## src/rtl/pc_unit_if.sv

```systemverilog
// Fetch-side bundle between pc_unit (master) and the hazard/branch logic and instruction ROM (slave).
// With PC_MISALIGN_EN defined, the bundle also carries misalign_err and bad_addr.
interface pc_unit_if #(
    parameter int PC_W = 32
);
    // Handshake: the fetch address advances on a clk edge only when inst_ready=1 and stall=0.
    // redirect_valid/exc_valid are single-cycle requests and need no acknowledge.
    logic            stall;
    logic            inst_ready;
    logic            redirect_valid;
    logic [PC_W-1:0] redirect_target;
    logic            exc_valid;
    logic [PC_W-1:0] pc;
    logic            inst_ce;
    logic [PC_W-1:0] pc_plus_step;
    logic            redirect_pending;
    logic            state_dbg;  // 0 = BOOT, 1 = FETCH
`ifdef PC_MISALIGN_EN
    logic            misalign_err;
    logic [PC_W-1:0] bad_addr;
`endif

    modport master (
        input  stall, inst_ready, redirect_valid, redirect_target, exc_valid,
        output pc, inst_ce, pc_plus_step, redirect_pending, state_dbg
`ifdef PC_MISALIGN_EN
        , output misalign_err, bad_addr
`endif
    );

    modport slave (
        output stall, inst_ready, redirect_valid, redirect_target, exc_valid,
        input  pc, inst_ce, pc_plus_step, redirect_pending, state_dbg
`ifdef PC_MISALIGN_EN
        , input misalign_err, bad_addr
`endif
    );
endinterface

```

## src/rtl/pc_unit.sv

```systemverilog
// Fetch-stage program counter: boot cycle, stall/ready hold, buffered redirects, exception vectoring.
// Optional PC_MISALIGN_EN: misaligned redirect targets trap to EXC_VEC instead of being silently aligned.
module pc_unit #(
    parameter int              PC_W      = 32,
    parameter logic [PC_W-1:0] RESET_VEC = '0,
    parameter int              STEP      = 4,
    parameter logic [31:0]     EXC_VEC   = 32'h0000_0380
) (
    input logic clk,
    input logic rst,
    pc_unit_if.master bus
);
    localparam logic [PC_W-1:0] STEP_V   = PC_W'(STEP);
    localparam logic [PC_W-1:0] LOW_MASK = PC_W'(STEP - 1);
    localparam logic [PC_W-1:0] EXC_ADDR = PC_W'(EXC_VEC);

    typedef enum logic {BOOT = 1'b0, FETCH = 1'b1} state_t;

    state_t          state_q, state_d;
    logic [PC_W-1:0] pc_q, pc_d;
    logic            ce_q, ce_d;
    logic            pend_q, pend_d;
    logic [PC_W-1:0] ptgt_q, ptgt_d;
    logic            advance;
    logic [PC_W-1:0] target_al;
`ifdef PC_MISALIGN_EN
    logic            mis_q, mis_d;
    logic [PC_W-1:0] bad_q, bad_d;
    logic            target_bad;
`endif

    assign advance   = !bus.stall && bus.inst_ready;
    assign target_al = bus.redirect_target & ~LOW_MASK;
`ifdef PC_MISALIGN_EN
    assign target_bad = bus.redirect_valid && ((bus.redirect_target & LOW_MASK) != '0);
`endif

    always_comb begin
        state_d = state_q;
        pc_d    = pc_q;
        ce_d    = ce_q;
        pend_d  = pend_q;
        ptgt_d  = ptgt_q;
`ifdef PC_MISALIGN_EN
        mis_d   = 1'b0;
        bad_d   = bad_q;
`endif
        case (state_q)
            BOOT: begin
                state_d = FETCH;
                ce_d    = 1'b1;
            end
            FETCH: begin
                ce_d = 1'b1;
                if (bus.exc_valid) begin
                    // Exception overrides stall/ready and drops any concurrent redirect.
                    pc_d   = EXC_ADDR;
                    pend_d = 1'b0;
                end
`ifdef PC_MISALIGN_EN
                else if (target_bad) begin
                    pc_d   = EXC_ADDR;
                    pend_d = 1'b0;
                    bad_d  = bus.redirect_target;
                    mis_d  = 1'b1;
                end
`endif
                else if (advance && bus.redirect_valid) begin
                    pc_d   = target_al;
                    pend_d = 1'b0;
                end else if (advance && pend_q) begin
                    pc_d   = ptgt_q;
                    pend_d = 1'b0;
                end else if (advance) begin
                    pc_d = pc_q + STEP_V;
                end else if (bus.redirect_valid) begin
                    // Held fetch: remember the newest redirect until the PC can move.
                    pend_d = 1'b1;
                    ptgt_d = target_al;
                end
            end
            default: begin
                state_d = BOOT;
                ce_d    = 1'b0;
            end
        endcase
    end

    always_ff @(posedge clk or posedge rst) begin
        if (rst) begin
            state_q <= BOOT;
            pc_q    <= RESET_VEC;
            ce_q    <= 1'b0;
            pend_q  <= 1'b0;
            ptgt_q  <= '0;
`ifdef PC_MISALIGN_EN
            mis_q   <= 1'b0;
            bad_q   <= '0;
`endif
        end else begin
            state_q <= state_d;
            pc_q    <= pc_d;
            ce_q    <= ce_d;
            pend_q  <= pend_d;
            ptgt_q  <= ptgt_d;
`ifdef PC_MISALIGN_EN
            mis_q   <= mis_d;
            bad_q   <= bad_d;
`endif
        end
    end

    assign bus.pc               = pc_q;
    assign bus.inst_ce          = ce_q;
    assign bus.pc_plus_step     = pc_q + STEP_V;
    assign bus.redirect_pending = pend_q;
    assign bus.state_dbg        = (state_q == FETCH);
`ifdef PC_MISALIGN_EN
    assign bus.misalign_err     = mis_q;
    assign bus.bad_addr         = bad_q;
`endif
endmodule

```

## src/flat_wrapper.sv

```systemverilog
// flat-port wrapper written by rule: the top's interface ports become plain ports
module pc_unit_flat 
#(
    parameter int              PC_W      = 32,
    parameter logic [PC_W-1:0] RESET_VEC = '0,
    parameter int              STEP      = 4,
    parameter logic [31:0]     EXC_VEC   = 32'h0000_0380
)
  (clk, rst, bus_stall, bus_inst_ready, bus_redirect_valid, bus_redirect_target, bus_exc_valid, bus_pc, bus_inst_ce, bus_pc_plus_step, bus_redirect_pending, bus_state_dbg);
  pc_unit_if #(.PC_W(PC_W)) bus_i ();
  input logic clk;
  input logic rst;
  input wire logic [$bits(bus_i.stall)-1:0] bus_stall;
  input wire logic [$bits(bus_i.inst_ready)-1:0] bus_inst_ready;
  input wire logic [$bits(bus_i.redirect_valid)-1:0] bus_redirect_valid;
  input wire logic [$bits(bus_i.redirect_target)-1:0] bus_redirect_target;
  input wire logic [$bits(bus_i.exc_valid)-1:0] bus_exc_valid;
  output wire logic [$bits(bus_i.pc)-1:0] bus_pc;
  output wire logic [$bits(bus_i.inst_ce)-1:0] bus_inst_ce;
  output wire logic [$bits(bus_i.pc_plus_step)-1:0] bus_pc_plus_step;
  output wire logic [$bits(bus_i.redirect_pending)-1:0] bus_redirect_pending;
  output wire logic [$bits(bus_i.state_dbg)-1:0] bus_state_dbg;
  assign bus_i.stall = bus_stall;
  assign bus_i.inst_ready = bus_inst_ready;
  assign bus_i.redirect_valid = bus_redirect_valid;
  assign bus_i.redirect_target = bus_redirect_target;
  assign bus_i.exc_valid = bus_exc_valid;
  assign bus_pc = bus_i.pc;
  assign bus_inst_ce = bus_i.inst_ce;
  assign bus_pc_plus_step = bus_i.pc_plus_step;
  assign bus_redirect_pending = bus_i.redirect_pending;
  assign bus_state_dbg = bus_i.state_dbg;
  pc_unit #(.PC_W(PC_W), .RESET_VEC(RESET_VEC), .STEP(STEP), .EXC_VEC(EXC_VEC)) u_core (.clk(clk), .rst(rst), .bus(bus_i));
endmodule
```

## config.mk

```make
export PLATFORM = sky130hd
export DESIGN_NAME = pc_unit_flat
export DESIGN_NICKNAME = d
export VERILOG_FILES = /design/src/rtl/pc_unit_if.sv /design/src/rtl/pc_unit.sv /design/src/flat_wrapper.sv
export SDC_FILE = /design/constraint.sdc
export NUM_CORES = 1
export LEC_CHECK = 0
export CORE_MARGIN = 3
export CORE_UTILIZATION = 43
export DETAILED_ROUTE_END_ITERATION = 12
export MAX_ROUTING_LAYER = met4
export PLACE_DENSITY = 0.76
export SLEW_MARGIN = 10
export SYNTH_ARGS = -nofsm -noshare
export SYNTH_HDL_FRONTEND = slang
export SYNTH_SLANG_ARGS = --single-unit
```

## constraint.sdc

```tcl
create_clock -name clk -period 2.15 [get_ports clk]
set_clock_uncertainty 0.1 [all_clocks]
set_input_delay 0.645 -clock clk [delete_from_list [all_inputs] [get_ports clk]]
set_output_delay 0.645 -clock clk [all_outputs]
set_load 0.05 [all_outputs]
```

==> flow_summary.json, run 1 <==
{
  "antenna_found_initial": 0,
  "ff2ff_setup_slack_ps": -390,
  "nNetsFinal": 623,
  "synth_common_cells": "dfrtp_1 (62), mux2_2 (30), nor2_1 (24)",
  "via_count": 4453,
  "r2r_cells": 10,
  "dieArea_mm2": 0.00947,
  "cts_buffers": 9,
  "first_pass_iters": 8,
  "end_kind": "primary output",
  "fin_area_mm2": 0.00721,
  "clk_pin_slew_ps": 80,
  "grt-ovfl-total": 0,
  "synth.avg_cell_area_um2": 10.2,
  "crit_required_ps": 1400,
  "maxCapViolCount": 0,
  "layout_setup_ws_ps": -886,
  "hold_path_depth": 1,
  "routed_wl_um": 17200,
  "dieHeight_um": 97.3,
  "period_needed_ps": 3040,
  "min_to": "u_core.ptgt_q[13]",
  "core_area_mm2": 0.00793,
  "ys_ff_latch": 62,
  "gp_congestion": 0.876,
  "clock_path_buffers": 2,
  "reg2reg_from": "u_core.bus.pc[3]",
  "leakage_nw": 3.27,
  "cts_hold_buffers": 0,
  "worstPathCellList": "buf_6 -> nand4_4 -> nor4_4 -> buf_12 -> buf_2 -> buf_4 -> xor2_4 -> buf_12",
  "yosysMostFrequentCell": "dfrtp_1",
  "ant_nets": 0,
  "synth-edff-count": 0,
  "synth_ff_type": "dfrtp_1",
  "drc": 0,
  "multi_input_area_mm2": 0.00268,
  "path_buf_inv": 5,
  "cellPowerDensity_mw_per_mm2": 531,
  "slowest_stage": "dfrtp_2",
  "place_inst": 646,
  "vias_per_cell": 6.44,
  "track_usage": 0.345,
  "root_buffer": "clkbuf_8",
  "setup.worst_path.start": "u_core.bus.pc[3]",
  "die_x_um": 97.3,
  "synthArstFlopShare": 1.00,
  "hold_ws_ps": 419,
  "crit_arrival_ps": 2290,
  "rsz0062_at_grt": "yes",
  "drive_gt1_frac": 0.574,
  "grt_pass1_vias": 4599,
  "synth.distinct_cells": 54,
  "synthTopCellsByArea": "dfrtp_1 (43%), mux2_2 (9.4%), xnor2_1 (4.2%), xor2_1 (2.7%), nand3_1 (2.7%)",
  "crit_type": "reg2out",
  "startpoint_type": "register",
  "grt_pass1_wl_um": 25300,
  "yosysTopAreaCellShare": 0.433,
  "critPathMaxStageDelay_ps": 430,
  "r2r_end": "u_core.bus.pc[30]",
  "syn2layout_area_growth_pct": 101,
  "cp_max_fo": 6,
  "drt_iter0_drc": 512,
  "period_share": 1.41,
  "cts_num_sinks": 62,
  "port_buffers": 98,
  "clock_latency_ps": 350,
  "violations": "negative setup slack",
  "final_cells": 691,
  "regArea_mm2": 0.00158,
  "pin_count": 105,
  "peakVddDrop_mv": 0.442,
  "rows": 32,
  "wl_per_cell_um": 24.9,
  "n_antenna_cell": 0,
  "hpwl_um": 9320,
  "hp-start": "u_core.ptgt_q[13]",
  "fmax_mhz": 329,
  "status": "finished, violations left",
  "syn_area_mm2": 0.00359,
  "setup_viol": 40,
  "hold_viol": 0,
  "dpl_cell_area_mm2": 0.00630,
  "critical-path-top-delay-family": "buffers and inverters",
  "critPathMostFrequentCell": "buf_12",
  "cts_tree": "yes",
  "start_util": 0.452,
  "finalMaxSlewViolations": 0,
  "yosysTopAreaCell": "dfrtp_1",
  "grt_max_degree": 27,
  "htreeDepth": 3,
  "hp-class": "reg2reg",
  "p_total_w": 0.00383,
  "n_fill_cell": 265,
  "yosys_warnings": 0,
  "ys_seq_area_frac": 0.433,
  "netlist_instances": 352
}
-- per-layer routing --
metal,routed length (um),global-route usage
met5,0,-
met4,1030,0.186
met3,1730,0.0538
met2,8600,0.572
met1,5850,0.403
-- cell families (layout without fill, tap and decap cells) --
| group | after synthesis | after routing | share of synthesized area |
|---|---|---|---|
| buffers and inverters | 29 | 263 | 0.0359 |
| other | 2 | 5 | 0.00209 |
| AND/OR/NAND/NOR | 110 | 110 | 0.180 |
| flip-flops | 62 | 62 | 0.433 |
| AO/OA/AOI/OAI | 85 | 85 | 0.170 |
| adder cells (fa/ha/maj) | 1 | 1 | 0.00349 |
| multiplexers | 35 | 35 | 0.108 |
| XOR/XNOR | 28 | 28 | 0.0684 |
-- placed cells by master (no fill, tap or decap), types with 5 or more instances in the layout --
master / synthesis / routed
buf_12: 0 / 49
buf_6: 0 / 15
nand3_1: 19 / 10
inv_1: 6 / 5
xnor2_4: 0 / 16
xor2_4: 0 / 10
mux2_2: 30 / 30
o221ai_1: 8 / 8
buf_4: 5 / 140
o21ai_0: 15 / 12
nand3_4: 0 / 7
a21oi_1: 7 / 6
dfrtp_2: 0 / 20
o21a_1: 7 / 7
clkdlybuf4s50_1: 0 / 31
o22ai_1: 11 / 11
conb_1: 2 / 5
nand2_1: 18 / 16
nand4_1: 8 / 8
nor2_1: 24 / 20
dfrtp_1: 62 / 42
and3_1: 7 / 6
clkbuf_8: 0 / 12
mux2i_1: 5 / 5
a22oi_1: 10 / 10
-- worst max-delay path by stage --
stage | to | slack (ps) | cells past startpoint
final | bus_pc_plus_step[17] | -890 | 8
after detailed placement | u_core.bus.pc[5] | -630 | 8
after global routing | bus_pc_plus_step[17] | -940 | 8
after CTS | bus_pc_plus_step[30] | -760 | 7
after floorplan | bus_pc_plus_step[30] | -680 | 5
after global placement | u_core.bus.pc[6] | -530 | 8
-- area by class of cell --
class	instances	share of cell area
multi-input cells	264	0.372
clock buffers	13	0.0234
clock inverters	3	0.00903
repair buffers	241	0.356
flip-flops and latches	62	0.219
well taps	102	0.0177
inverters	6	0.00365
-- power breakdown --
group | switching, W | leakage [nW] | internal [W]
combinational | 0.000603 | 2.40 | 0.000551
sequential | 0.000123 | 0.751 | 0.00132
clock | 0.000483 | 0.120 | 0.000748
total | 0.00121 | 3.27 | 0.00262
-- worst reg2reg max path: cells and delay by family (launching register included) --
family                   cells  cell delay [ps]
AND/OR/NAND/NOR              5             1130
buffers and inverters        4              630
flip-flops                   1              430
adder cells (fa/ha/maj)      1              180
-- state kept, by name, summed over array words and instances, names as in the netlist --
register / count
u_core.bus.pc: 30
u_core.ptgt_q: 30
u_core.bus.redirect_pending: 1
u_core.bus.state_dbg: 1
-- what timing repair did --
item,in CTS,in global routing
setup buffers,19,10
pin swaps,12,21
setup endpoints to repair,56,79
gates resized for setup,55,29
gates cloned,0,1
-- per-stage QoR --
step	setup WS (ps)	TNS, ps	utilization
5_1_grt	-936	-22740	0.909
4_1_cts	-757	-15760	0.883
6_report	-886	-20680	0.909
2_1_floorplan	-682	-15040	-
3_3_place_gp	-526	-26320	0.795
3_5_place_dp	-635	-30440	0.795
No activity file was read; power rests on OpenSTA's default activity.
==> run 2, diff against run 1 <==
--- a/config.mk
+++ b/config.mk
@@ -7,7 +7,9 @@
 export LEC_CHECK = 0
 export CORE_MARGIN = 3
 export CORE_UTILIZATION = 43
+export CTS_CLUSTER_SIZE = 40
 export DETAILED_ROUTE_END_ITERATION = 12
+export HOLD_SLACK_MARGIN = 0.12
 export MAX_ROUTING_LAYER = met4
 export PLACE_DENSITY = 0.76
 export SLEW_MARGIN = 10
==> results of run 2 <==
Final layout, timing and power as in run 1 (identical DEF).
